===== src/rtl/serial_ctrl_shifter_pkg.sv =====
`default_nettype none
// ============================================================================
//  Module  : serial_ctrl_shifter_pkg
//  Brief   : Shared types for the serial control-word shifter (FSM states,
//            gap counter width).
//  Revision: 1.0 - initial release
// ============================================================================
package serial_ctrl_shifter_pkg;

  // Frame sequencer states; encoding is fixed at 3 bits.
  typedef enum logic [2:0] {
    ST_IDLE  = 3'd0,
    ST_ALIGN = 3'd1,
    ST_SHIFT = 3'd2,
    ST_LATCH = 3'd3,
    ST_GAP   = 3'd4
  } state_e;

  // Width of the post-latch idle counter (GAP_TICKS range 0..15).
  localparam int GAPCNT_W = 4;

endpackage : serial_ctrl_shifter_pkg
`default_nettype wire


===== src/rtl/serial_ctrl_shifter_edge.sv =====
`default_nettype none
// ============================================================================
//  Module  : div_edge_detect
//  Brief   : One-cycle rise/fall strobes for the divider's slow clock, which
//            is already registered in the master clock domain.
//  Revision: 1.0 - initial release
// ============================================================================
module div_edge_detect (
  input  logic clk_i,
  input  logic rst_n_i,
  input  logic d_i,
  output logic rise_o,
  output logic fall_o
);

  logic div_q;

  // Hold the previous sample of the slow clock to compare against.
  always_ff @(posedge clk_i or negedge rst_n_i) begin
    if (!rst_n_i) begin
      div_q <= 1'b0;
    end else begin
      div_q <= d_i;
    end
  end

  assign rise_o = d_i & ~div_q;
  assign fall_o = ~d_i & div_q;

endmodule : div_edge_detect
`default_nettype wire


===== src/rtl/serial_ctrl_shifter.sv =====
`default_nettype none
// ============================================================================
//  Module  : serial_ctrl_shifter
//  Brief   : Serialises one WIDTH-bit control word per request onto
//            sclk_o/sdata_o, clocked by falling edges of the divider clock,
//            then issues a one-period latch_o strobe and an optional gap.
//  Revision: 1.0 - initial release
// ============================================================================
module serial_ctrl_shifter
  import serial_ctrl_shifter_pkg::*;
#(
  parameter int WIDTH     = 16,
  parameter bit MSB_FIRST = 1'b1,
  parameter int GAP_TICKS = 1
) (
  input  logic             clk_i,
  input  logic             rst_n_i,
  input  logic             div_clk_i,
  input  logic [WIDTH-1:0] data_i,
  input  logic             valid_i,
  output logic             ready_o,
  output logic             busy_o,
  output logic             sclk_o,
  output logic             sdata_o,
  output logic             latch_o
);

  localparam int                   BITCNT_W    = $clog2(WIDTH);
  localparam logic [BITCNT_W-1:0]  BITCNT_LAST = BITCNT_W'(WIDTH - 1);
  localparam logic [GAPCNT_W-1:0]  GAP_INIT    = GAPCNT_W'(GAP_TICKS);

  state_e                state_q,  state_d;
  logic [WIDTH-1:0]      shreg_q,  shreg_d;
  logic [BITCNT_W-1:0]   bitcnt_q, bitcnt_d;
  logic [GAPCNT_W-1:0]   gapcnt_q, gapcnt_d;
  logic                  busy_q,   busy_d;
  logic                  sclk_q,   sclk_d;
  logic                  sdata_q,  sdata_d;
  logic                  latch_q,  latch_d;

  logic                  div_rise, div_fall;
  logic                  head_bit, next_bit;
  logic [WIDTH-1:0]      shreg_shifted;

  div_edge_detect u_edge (
    .clk_i   (clk_i),
    .rst_n_i (rst_n_i),
    .d_i     (div_clk_i),
    .rise_o  (div_rise),
    .fall_o  (div_fall)
  );

  // Bit order selects which end of the shift register feeds sdata.
  if (MSB_FIRST) begin : g_msb_first
    assign head_bit      = shreg_q[WIDTH-1];
    assign next_bit      = shreg_q[WIDTH-2];
    assign shreg_shifted = {shreg_q[WIDTH-2:0], 1'b0};
  end else begin : g_lsb_first
    assign head_bit      = shreg_q[0];
    assign next_bit      = shreg_q[1];
    assign shreg_shifted = {1'b0, shreg_q[WIDTH-1:1]};
  end

  // Next-state and output decode; only a div_clk fall advances the frame.
  always_comb begin
    state_d  = state_q;
    shreg_d  = shreg_q;
    bitcnt_d = bitcnt_q;
    gapcnt_d = gapcnt_q;
    busy_d   = busy_q;
    sclk_d   = 1'b0;
    sdata_d  = sdata_q;
    latch_d  = latch_q;
    unique case (state_q)
      ST_IDLE: begin
        if (valid_i) begin
          shreg_d  = data_i;
          bitcnt_d = BITCNT_LAST;
          busy_d   = 1'b1;
          state_d  = ST_ALIGN;
        end
      end
      ST_ALIGN: begin
        if (div_fall) begin
          sdata_d = head_bit;
          state_d = ST_SHIFT;
        end
      end
      ST_SHIFT: begin
        sclk_d = div_clk_i;
        if (div_fall) begin
          if (bitcnt_q != '0) begin
            shreg_d  = shreg_shifted;
            bitcnt_d = bitcnt_q - 1'b1;
            sdata_d  = next_bit;
          end else begin
            sdata_d = 1'b0;
            sclk_d  = 1'b0;
            latch_d = 1'b1;
            state_d = ST_LATCH;
          end
        end
      end
      ST_LATCH: begin
        if (div_fall) begin
          latch_d  = 1'b0;
          gapcnt_d = GAP_INIT;
          if (GAP_TICKS == 0) begin
            busy_d  = 1'b0;
            state_d = ST_IDLE;
          end else begin
            state_d = ST_GAP;
          end
        end
      end
      ST_GAP: begin
        if (div_fall) begin
          gapcnt_d = gapcnt_q - 1'b1;
          if (gapcnt_q == GAPCNT_W'(1)) begin
            busy_d  = 1'b0;
            state_d = ST_IDLE;
          end
        end
      end
      default: begin
        busy_d  = 1'b0;
        sdata_d = 1'b0;
        latch_d = 1'b0;
        state_d = ST_IDLE;
      end
    endcase
  end

  // State and output registers; reset aborts any frame in flight.
  always_ff @(posedge clk_i or negedge rst_n_i) begin
    if (!rst_n_i) begin
      state_q  <= ST_IDLE;
      shreg_q  <= '0;
      bitcnt_q <= '0;
      gapcnt_q <= '0;
      busy_q   <= 1'b0;
      sclk_q   <= 1'b0;
      sdata_q  <= 1'b0;
      latch_q  <= 1'b0;
    end else begin
      state_q  <= state_d;
      shreg_q  <= shreg_d;
      bitcnt_q <= bitcnt_d;
      gapcnt_q <= gapcnt_d;
      busy_q   <= busy_d;
      sclk_q   <= sclk_d;
      sdata_q  <= sdata_d;
      latch_q  <= latch_d;
    end
  end

  // The rise strobe is only observed here: both strobes can never fire together.
  always_ff @(posedge clk_i) begin
    if (rst_n_i) begin
      assert (!(div_rise && div_fall));
    end
  end

  assign ready_o = (state_q == ST_IDLE);
  assign busy_o  = busy_q;
  assign sclk_o  = sclk_q;
  assign sdata_o = sdata_q;
  assign latch_o = latch_q;

endmodule : serial_ctrl_shifter
`default_nettype wire


===== config.mk =====
export PLATFORM = sky130hd
export DESIGN_NAME = serial_ctrl_shifter
export DESIGN_NICKNAME = d
export VERILOG_FILES = /design/src/rtl/serial_ctrl_shifter_pkg.sv /design/src/rtl/serial_ctrl_shifter_edge.sv /design/src/rtl/serial_ctrl_shifter.sv
export SDC_FILE = /design/constraint.sdc
export NUM_CORES = 1
export LEC_CHECK = 0
export BUFFER_PORTS_ARGS = -buffer_cell sky130_fd_sc_hd__buf_2
export CAP_MARGIN = 10
export CORE_UTILIZATION = 51
export DETAILED_ROUTE_END_ITERATION = 7
export MAX_ROUTING_LAYER = met4
export PLACE_DENSITY = 0.75
export SKIP_LAST_GASP = 1
export SLEW_MARGIN = 10
export SYNTH_ARGS = -nofsm -noshare
export SYNTH_HDL_FRONTEND = slang
export SYNTH_HIERARCHICAL = 1
export SYNTH_SLANG_ARGS = --single-unit

===== constraint.sdc =====
create_clock -name clk_i -period 2.05 [get_ports clk_i]
set_clock_uncertainty 0.15 [all_clocks]
set_input_delay 0.41 -clock clk_i [delete_from_list [all_inputs] [get_ports clk_i]]
set_output_delay 0.41 -clock clk_i [all_outputs]
set_load 0.005 [all_outputs]

==> results.md, run 1 <==
* Grt ovf at 0
* Reg power frac at 39.6%
* Clk pwr share at 14.4%
* Total chip power at 2.669 mW
* Vias at 1257
* Largest net degree at the start of global routing at 33
* Full die area at 0.003635 mm²
* GR Util met1 at 27.32%
* HP Start: div_clk_i
* Nets@finish at 201
* Fmax at 0.5018 GHz
* TNS Setup at 0 ns
* Mapped Nets at 170
* N_diodes at 0
* Core area at 0.003128 mm²
* CP Launch Type: flip-flop
* Number of global-route vias before repair at 1170
* Comb power frac at 46.0%
* Clock slew at reported path FFs at 0.10 ns
* Status: complete, no violations
* Placed Area at 0.001919 mm²
* Avg Inst Size Synth at 11.79 µm²
* Minimum clock period at 1.993 ns
* CTS tree: done
* P_leak at 0.9170 nW
* Met3 Track Usage GR at 7.359%
* Switching pwr at 903.4 µW
* Crit path from: bitcnt_q[1]
* Worst EP arrival at 2.07 ns
* Die H at 60.29 µm
* Maxcap violations at 0
* Fillcell total at 265
* Sw frac at 33.85%
* Max VDD drop at 0.6043 mV
* CP max FO at 10
* I/O Buffers at 24
* Final setup fails at 0
* Global route hottest layer: met2
* Via density at 5.637
* Final count of pins violating max slew at 0
* Rel. slew slack at 53.40%
* PD cells at 1313 mW/mm²
* Antenna violations before repair at 0
* Skew-Pair Late Insertion Delay at 0.34 ns
* Layout cells sized above 1 at 43.58%
* Crit Reg-Reg Startpoint: bitcnt_q[1]
* Final Cycle Share at 97.21%
* GRT met2 Usage at 32.97%
* Initial core utilization at 55.40%
* Sink Count at 32
* Worst Max-Slew Pin Slew at 0.6990 ns
* WL per Instance at 15.55 µm
* 1st-iter DRT viols at 80
* Die Wd at 60.29 µm
* Mapped Cells at 147
* DRT antenna net count at 0
* Final Util at 64.96%
* Pre-Repair DR Iteration Count at 4
* Final number of hold-violating endpoints at 0
* Detailed Route WL at 3.467 mm
* CP Class: flip-flop to flip-flop
* Post-route cell area at 0.002032 mm²
* First-pass GRT wire length at 5.471 mm
* CTS Buffer Depth at 2
* H-tree depth at 2
* CP Data Required Time at 2.13 ns
* Int Power at 1.765 mW
* Min-delay worst type: primary input to flip-flop
* Layout overhead on the synthesized area at 17.26%
* Cell total after placement at 212
* Clk root buf: clkbuf_4
* Rows at 20
* Kind of end point of the critical path: flip-flop
* Placer congestion estimate at 0.7416
* Synth warn at 6
* Fin cells at 223
* HPWL Detailed at 2.252 mm
* I/O pins at 25
* Post-synthesis cell area at 0.001733 mm²
* DRC Markers at 0
* CTS Buf Count at 5
* Overall global routing resource usage at 22.11%
repair_timing:
item | 4_1_cts | 5_1_grt
buffers inserted | 0 | 1
hold buffers | 1 | 0
endpoints found under the setup margin | 0 | 15
resized for setup | 0 | 2
hold endpoints to repair | 32 | 0
per-stage QoR:
stage                     hold WS, ns  worst slack, ns
after floorplan              -0.03559           0.1228
after CTS                     0.03516          0.02181
after global placement         0.3380          0.05828
after detailed placement       0.3403          0.01190
after global routing          0.02924        -0.004681
final                         0.04809          0.05711
worst max-delay path: stages, from the launching register on:
cell and delay [ns]:
dfrtp_1 0.40, inv_1 0.06, ha_2 0.19, or3b_4 0.39
a21o_4 0.23, clkbuf_16 0.17, mux2_4 0.29
state kept, by name, summed over array words and instances (netlist names):
name and count:
shreg_q 16, latch_o 1, sclk_o 1, busy_o 1, sdata_o 1, gapcnt_q 4, state_q 3, bitcnt_q 4
u_edge/div_q 1
per-layer routing:
layer | part of all wire, % | wire [µm] | vias up
met3 | 4.3 | 149 | 8
li1 | - | - | 600
met4 | 2.5 | 85 | 0
met1 | 45 | 1567 | 617
met5 | 0 | 0 | -
met2 | 48 | 1664 | 32
final timing paths:
| path | end | slack, ns | cells after the start |
|---|---|---|---|
| worst max-delay path | shreg_q[2] | 0.06 | 6 |
| worst min-delay path | u_edge/div_q | 0.05 | 1 |
| worst max register to register | shreg_q[2] | 0.06 | 6 |
| worst min register to register | latch_o | 0.36 | 2 |
| max in group asynchronous | shreg_q[10] | 0.81 | 2 |
| min in group asynchronous | sclk_o | 0.50 | 2 |
power groups by stage:
stage          sequential [mW]  clock (mW)  combinational [mW]
3_3_place_gp              1.04           0                1.12
4_1_cts                   1.05       0.391                1.18
6_report                  1.06       0.384                1.23
2_1_floorplan            0.997           0               0.958
3_5_place_dp              1.05           0                1.18
5_1_grt                   1.09       0.423                1.33
cell type report:
type | instances | area (µm²) | area share, %
Multi-Input combinational cell | 96 | 849.6 | 41.81
Sequential cell | 32 | 800.8 | 39.41
Timing Repair Buffer | 35 | 235.2 | 11.58
Tap cell | 44 | 55.05 | 2.709
Clock buffer | 6 | 51.30 | 2.525
Inverter | 8 | 30.03 | 1.478
Clock inverter | 2 | 10.01 | 0.4926
placed cells by master, fill, tap and decap left out, types with 2 or more instances in the layout:
master / count
a21oi_1: 8
a311oi_1: 2
a31oi_1: 3
and2_1: 2
buf_2: 24
buf_4: 8
clkbuf_4: 5
clkinv_2: 2
dfrtp_1: 32
ha_1: 2
inv_1: 7
mux2_2: 15
mux2_4: 15
nand2_1: 6
nand3_1: 6
nand4_1: 2
nor2_1: 4
nor3_1: 3
nor3b_1: 2
nor4bb_1: 3
o21a_1: 3
o21ai_0: 2
No activity file was read; power rests on OpenSTA's default activity.
==> inputs of run 2 (changes only) <==
ABC_AREA = 1   (was default)
CORE_MARGIN = 2   (was default)
==> run 2 against run 1 <==
  * Count of clock-buffer cells in the layout increased by 1
  * Non-clock buffer count decreased by 7
  * Utilization decreased by 3.4 points
  * Total power increased by 22%
  * Final cell count increased by 37%
  * Die area increased by 9.6%
  * Global-route usage decreased by 2.7 points
  * Hold slack improved by 0.016 ns
  * Register-to-register slack improved by 0.26 ns
  * Via count increased by 16%
  * Critical path type is now flip-flop to output port
  * Critical endpoint is now ready_o
  * Largest cell class unchanged
==> results.md, run 2 <==
* CP max FO at 7 (-3)
* WL met2 at 1.462 mm (-12%)
* Avg Inst Size Synth at 7.752 µm² (-34%)
* Cell total after placement at 297 (+40%)
* Grt ovf at 0 (unchanged)
* First-pass GRT wire length at 5.885 mm (+7.6%)
* Pre-Repair DR Iteration Count at 4 (unchanged)
* Post-synthesis cell area at 0.001783 mm² (+2.9%)
* Full die area at 0.003985 mm² (+9.6%)
* DRT antenna net count at 0 (unchanged)
* Clock slew at reported path FFs at 0.10 ns (about the same)
* P_leak at 1.094 nW (+19%)
* Worst r2r dst: shreg_q[10]
* CP Class: flip-flop to output port
* Kind of end point of the critical path: output port
* Final number of hold-violating endpoints at 0 (unchanged)
* Die H at 63.13 µm (+4.7%)
* TNS Setup at 0 ns (unchanged)
* I/O pins at 25 (unchanged)
* Via density at 4.784 (-15%)
* Die Wd at 63.13 µm (+4.7%)
* H-tree depth at 2 (unchanged)
* Overall global routing resource usage at 19.42% (-2.7 points)
* Clk root buf: clkbuf_4
* Maxcap violations at 0 (unchanged)
* Sw frac at 43.48% (+9.6 points)
* Fillcell total at 320 (+21%)
* Cell breakdown of the critical path: nor2_4 -> nand2_2 -> inv_1 -> buf_2
* Top Registers: shreg_q x16, bitcnt_q x4, gapcnt_q x4
* Rows at 21 (+5.0%)
* Critical path's slowest cell: dfrtp_1
* CP Data Required Time at 1.49 ns (-0.64 ns)
* Pre-CTS setup slack at 0.3019 ns (+0.2900 ns)
* DRC Markers at 0 (unchanged)
* Met3 routed WL at 164 µm (+10%)
* Final Cycle Share at 93.31% (-3.9 points)
* Worst Max-Slew Pin Slew at 0.7082 ns (+0.009279 ns)
* Final Util at 61.57% (-3.4 points)
* CP Launch Type: flip-flop
* Sink Count at 32 (unchanged)
* Clk pwr share at 16.8% (+2.4 points)
* Reg2reg path depth at 8 (+2)
* RSZ-0062 raised after global routing: false
* Detailed Route WL at 3.276 mm (-5.5%)
* WL per Instance at 10.71 µm (-31%)
* Final count of pins violating max slew at 0 (unchanged)
* Antenna violations before repair at 0 (unchanged)
* Nets@finish at 282 (+40%)
* Int Power at 1.839 mW (+4.2%)
* I/O Buffers at 24 (unchanged)
* Reg with most FFs: shreg_q
* HPWL Detailed at 2.304 mm (+2.3%)
* Wl on met1 at 1.590 mm (+1.5%)
* PD cells at 1584 mW/mm² (+21%)
* Top layer reached by signal wires: met4
* Comb power frac at 50.9% (+4.9 points)
* Max VDD drop at 0.7801 mV (+29%)
* Rel. slew slack at 52.78% (-0.62 points)
* Crit path from: state_q[2]
* Minimum clock period at 1.913 ns (-0.08005 ns)
* Worst setup endpoint: ready_o
* Number of global-route vias before repair at 1376 (+18%)
* CTS Buf Count at 5 (unchanged)
* Min-delay worst type: primary input to flip-flop
* Switching pwr at 1.415 mW (+57%)
* Worst EP arrival at 1.35 ns (-0.72 ns)
* Skew-Pair Late Insertion Delay at 0.33 ns (about the same)
* Layout overhead on the synthesized area at 15.23%
* Final worst slack at 0.1372 ns (+0.08005 ns)
* N_diodes at 0 (unchanged)
* CTS tree: done
* Layout cells sized above 1 at 21.92% (-22 points)
* Mapped Nets at 253 (+49%)
* Status: complete, no violations
* Crit Reg-Reg Startpoint: state_q[0]
* CTS Buffer Depth at 2 (unchanged)
* Commonest non-fill, non-tap cell in the layout: nand2_1
* Setup Fix Bufs, Post-CTS at 0 (unchanged)
* Fin cells at 306 (+37%)
* Mapped Cells at 230 (+56%)
* Synth warn at 6 (unchanged)
* Max FFs per register at 16 (unchanged)
* Final setup fails at 0 (unchanged)
* Core area at 0.003337 mm² (+6.7%)
* Reg power frac at 32.3% (-7.3 points)
* Fmax at 0.5228 GHz (+4.2%)
* Vias at 1464 (+16%)
* Commonest cells after routing, fill and taps aside: nand2_1, inv_1, dfrtp_1
* Worst hold slack at 0.06451 ns (+0.01642 ns)
* Reg2reg setup slack at 0.32 ns (+0.26 ns)
* Initial core utilization at 53.43% (-2.0 points)
* Critical Path Max Stage Delay at 0.51 ns (+0.11 ns)
* Placer congestion estimate at 0.8821 (+19%)
* Largest net degree at the start of global routing at 37 (+12%)
* 1st-iter DRT viols at 104 (+30%)
==> run 2: power by group through the flow <==
stage | sequential (mW) | combinational (mW) | clock, mW
CTS | 1.04 | 1.67 | 0.558
global placement | 1.05 | 1.63 | 0
floorplan | 1.03 | 1.40 | 0
finish | 1.05 | 1.66 | 0.546
global route | 1.08 | 1.93 | 0.586
detailed placement | 1.05 | 1.66 | 0
==> run 2: how the worst min path moves through the flow <==
stage	end	start	depth (start not counted)
2_1_floorplan	bitcnt_q[0]	rst_n_i	0
3_3_place_gp	bitcnt_q[0]	bitcnt_q[0]	2
3_5_place_dp	bitcnt_q[0]	bitcnt_q[0]	2
4_1_cts	u_edge/div_q	div_clk_i	1
5_1_grt	u_edge/div_q	div_clk_i	1
6_report	u_edge/div_q	div_clk_i	1
==> run 2: through the flow <==
step           total power [mW]  area, µm²
5_1_grt                   3.604       2054
4_1_cts                   3.276       2049
2_1_floorplan             2.424       1783
6_report                  3.254       2054
3_3_place_gp              2.674       1944
3_5_place_dp              2.718       1944
==> run 2: layer usage <==
layer	vias to the layer above	global-route usage (%)
met5	-	-
met4	0	9.167
met3	6	4.643
met2	32	28.06
met1	638	25.78
li1	788	-
==> run 2: area by class of cell <==
cell class	instances	area (µm²)	area share (%)
inverter	34	127.6	6.212
sequential	32	800.8	38.98
timing repair buffer	28	165.2	8.039
tap	46	57.56	2.801
multi-input combinational	158	808.3	39.34
clock inverter	1	30.03	1.462
clock buffer	7	65.06	3.167
==> run 2: critical path: cells and delay by family, from the launching register on <==
| kind | cells | cell delay, ns |
|---|---|---|
| flops | 1 | 0.51 |
| simple gates | 2 | 0.34 |
| buf+inv | 2 | 0.16 |
==> run 2: timing repair <==
item,CTS,global route
endpoints found under the setup margin,0,1
hold buffers,1,0
hold endpoints to repair,32,0
gates resized for setup,0,1
==> inputs of run 3 (changes only) <==
SYNTH_HIERARCHICAL = default   (was 1)
==> run 3 against run 2 <==
  * Critical path depth unchanged
  * Final cell count is 4.9% higher
  * Count of clock-buffer cells in the layout increased by 1
  * Sequential share of layout area rose by 1.7 points
  * First-iteration DRC count is 16% lower
  * Highest routed layer unchanged
==> results.md, run 3 <==
* First-pass GRT wire length at 6.154 mm (+4.6%)
* I/O pins at 25 (unchanged)
* Detailed Route WL at 3.360 mm (+2.6%)
* Largest family of logic cells by synthesized area: simple AND/OR/NAND/NOR gates
* 1st-iter DRT viols at 87 (-16%)
* Rows at 21 (unchanged)
* CTS Buffer Depth at 2 (unchanged)
* DRC Markers at 0 (unchanged)
* Int Power at 1.640 mW (-11%)
* Overall global routing resource usage at 20.27% (+0.85 points)
* Global route hottest layer: met2
* Share of the synthesized area in the top cell type at 45.39%
* Via density at 4.850 (+1.4%)
* Mapped Nets at 271 (+7.1%)
* Min-delay worst type: primary input to flip-flop
* Die Wd at 62.82 µm (-0.49%)
* Layout cells sized above 1 at 16.73% (-5.2 points)
* P_leak at 1.129 nW (+3.2%)
* GRT met2 Usage at 29.44% (+1.4 points)
* Worst EP arrival at 1.29 ns (-0.06 ns)
* Compound-Gate Fraction of Synth Area at 3.050%
* Post-synthesis mux area share at 0%
* Maxcap violations at 0 (unchanged)
* Largest net degree at the start of global routing at 33 (-11%)
* DRT antenna net count at 0 (unchanged)
* Core area at 0.003337 mm² (unchanged)
* N_diodes at 0 (unchanged)
* Clk pwr share at 12.2% (-4.6 points)
* XOR/XNOR Fraction of Synth Area at 0%
* Post-synthesis cell area at 0.001764 mm² (-1.1%)
* Post-synth EDFFs at 0
* Synth warn at 0 (-6)
* #FFs+latches synth at 32
* Top Registers: shreg_q x16, bitcnt_q x4, gapcnt_q x4
* Kind of end point of the critical path: output port
* Cell total after placement at 312 (+5.1%)
* Synth area leaders: dfrtp_1, nand2_1, nand3_1
* Reg2reg setup slack at 0.39 ns (+0.07 ns)
* Rel. slew slack at 53.90% (+1.1 points)
* Clock slew at reported path FFs at 0.09 ns (about the same)
* Die H at 62.82 µm (-0.49%)
* CTS Hold Buffers Added at 1 (unchanged)
* Area leader, netlist: dfrtp_1
* I/O Buffers at 24 (unchanged)
* Status: complete, no violations
* H-tree depth at 2 (unchanged)
* HPWL Detailed at 2.262 mm (-1.8%)
* WL per Instance at 10.47 µm (-2.2%)
* Pre-Repair DR Iteration Count at 4 (unchanged)
* Final count of pins violating max slew at 0 (unchanged)
* Full die area at 0.003946 mm² (-0.98%)
* Vias at 1557 (+6.4%)
* Post-CTS sizing at 0 (unchanged)
* Mapped Cells at 248 (+7.8%)
* Reg power frac at 35.8% (+3.5 points)
* Final setup fails at 0 (unchanged)
* Commonest cells after routing, fill and taps aside: nand2_1, nand3_1, dfrtp_1
* CP max FO at 6 (-1)
* Max FFs per register at 16 (unchanged)
* Layout overhead on the synthesized area at 11.56%
* Final Cycle Share at 90.16% (-3.2 points)
* Fin cells at 321 (+4.9%)
* TNS Setup at 0 ns (unchanged)
* Minimum clock period at 1.848 ns (-0.06463 ns)
* Switching pwr at 1.435 mW (+1.5%)
* Nets@finish at 297 (+5.3%)
* Synth Flop Type: dfrtp_1
* CTS Buf Count at 5 (unchanged)
* CTS tree: done
* Antenna violations before repair at 0 (unchanged)
* Synth Area in Simple Gates at 42.13%
* Final number of hold-violating endpoints at 0 (unchanged)
* Sw frac at 46.67% (+3.2 points)
* Post-synthesis sequential area ratio at 45.39%
* Initial core utilization at 52.87% (-0.56 points)
* Placer congestion estimate at 0.7897 (-10%)
* Post-synth ARST share at 100.0%
* CP Class: flip-flop to output port
* Most frequent cells after synthesis: nand2_1, dfrtp_1, nand3_1
* Met3 Track Usage GR at 4.324% (-0.32 points)
* Grt ovf at 0 (unchanged)
* Clk root buf: clkbuf_4
* Fmax at 0.5411 GHz (+3.5%)
* Setup Fix Bufs, Post-CTS at 0 (unchanged)
* CP Data Required Time at 1.49 ns (about the same)
* Cell breakdown of the critical path: nor2_2 -> nand2_1 -> inv_1 -> buf_2
* Critical path's slowest cell: dfrtp_1
* Post-Synth Adder-Cell Area at 2.128%
* Reg with most FFs: shreg_q
* CP Launch Type: flip-flop
* GR Util met1 at 27.26% (+1.5 points)
* Max VDD drop at 0.8679 mV (+11%)
* Sink Count at 32 (unchanged)
* RSZ-0062 raised after global routing: false
* Worst Max-Slew Pin Slew at 0.6915 ns (-0.01669 ns)
* Most numerous cell in the Yosys netlist: nand2_1
* Number of global-route vias before repair at 1420 (+3.2%)
* Post-synth cell types at 20
* PD cells at 1563 mW/mm² (-1.3%)
* Comb power frac at 52.0% (+1.1 points)
* Skew-Pair Late Insertion Delay at 0.32 ns (about the same)
* Commonest non-fill, non-tap cell in the layout: nand2_1
* Avg Inst Size Synth at 7.114 µm² (-8.2%)
* Critical Path Max Stage Delay at 0.48 ns (-0.03 ns)
==> run 3: stage by stage <==
| step | cell area (µm²) | worst slack [ns] | total power, mW | hold WS, ns | utilization, % |
|---|---|---|---|---|---|
| floorplan | 1764 | 0.6133 | 2.439 | -0.03559 | - |
| global placement | 1899 | 0.4299 | 2.685 | 0.3035 | 56.92 |
| detailed placement | 1899 | 0.4048 | 2.727 | 0.3083 | 56.92 |
| CTS | 1968 | 0.1855 | 3.112 | 0.05206 | 58.98 |
| global route | 1968 | 0.09906 | 3.450 | 0.05354 | 58.98 |
| finish | 1968 | 0.2018 | 3.076 | 0.08074 | 58.98 |
==> run 3: final cells by class <==
class | instances | area [µm²]
fill | 334 | 1369
timing repair buffer | 28 | 152.6
multi-input combinational | 190 | 834.6
sequential | 32 | 800.8
tap | 46 | 57.56
inverter | 17 | 63.81
clock buffer | 8 | 58.81
==> run 3: worst max-delay path, delay by kind of cell (launching register included) <==
| kind | cells | cell delay (ns) |
|---|---|---|
| AND/OR/NAND/NOR | 2 | 0.29 |
| flip-flops | 1 | 0.48 |
| buffers and inverters | 2 | 0.20 |
==> run 3: power by group through the flow <==
stage | logic, mW | registers (mW) | clock network, mW
floorplan | 1.36 | 1.08 | 0
global placement | 1.57 | 1.11 | 0
detailed placement | 1.62 | 1.11 | 0
CTS | 1.62 | 1.10 | 0.393
global route | 1.89 | 1.14 | 0.421
finish | 1.60 | 1.10 | 0.375
==> run 3: cells by family (layout without fill, tap and decap cells) <==
family	Yosys count	count (layout)
compound gates	10	10
simple gates	177	177
flops	32	32
buf+inv	26	53
fa+ha+maj	3	3
==> run 3: final timing paths <==
path	start	endpoint	cells after the start
setup / recovery	state_q[2]	ready_o	4
hold / removal	div_clk_i	u_edge.div_q	1
setup reg to reg	state_q[2]	shreg_q[10]	7
hold reg to reg	busy_o	busy_o	2
max in group asynchronous	rst_n_i	bitcnt_q[1]	2
min in group asynchronous	rst_n_i	shreg_q[8]	2
==> run 3: layer usage <==
layer	routed length, µm	vias up	share of wire [%]
met4	29	0	0.86
met3	95	2	2.8
met1	1658	714	49
met2	1576	20	47
met5	0	-	0
li1	-	821	-
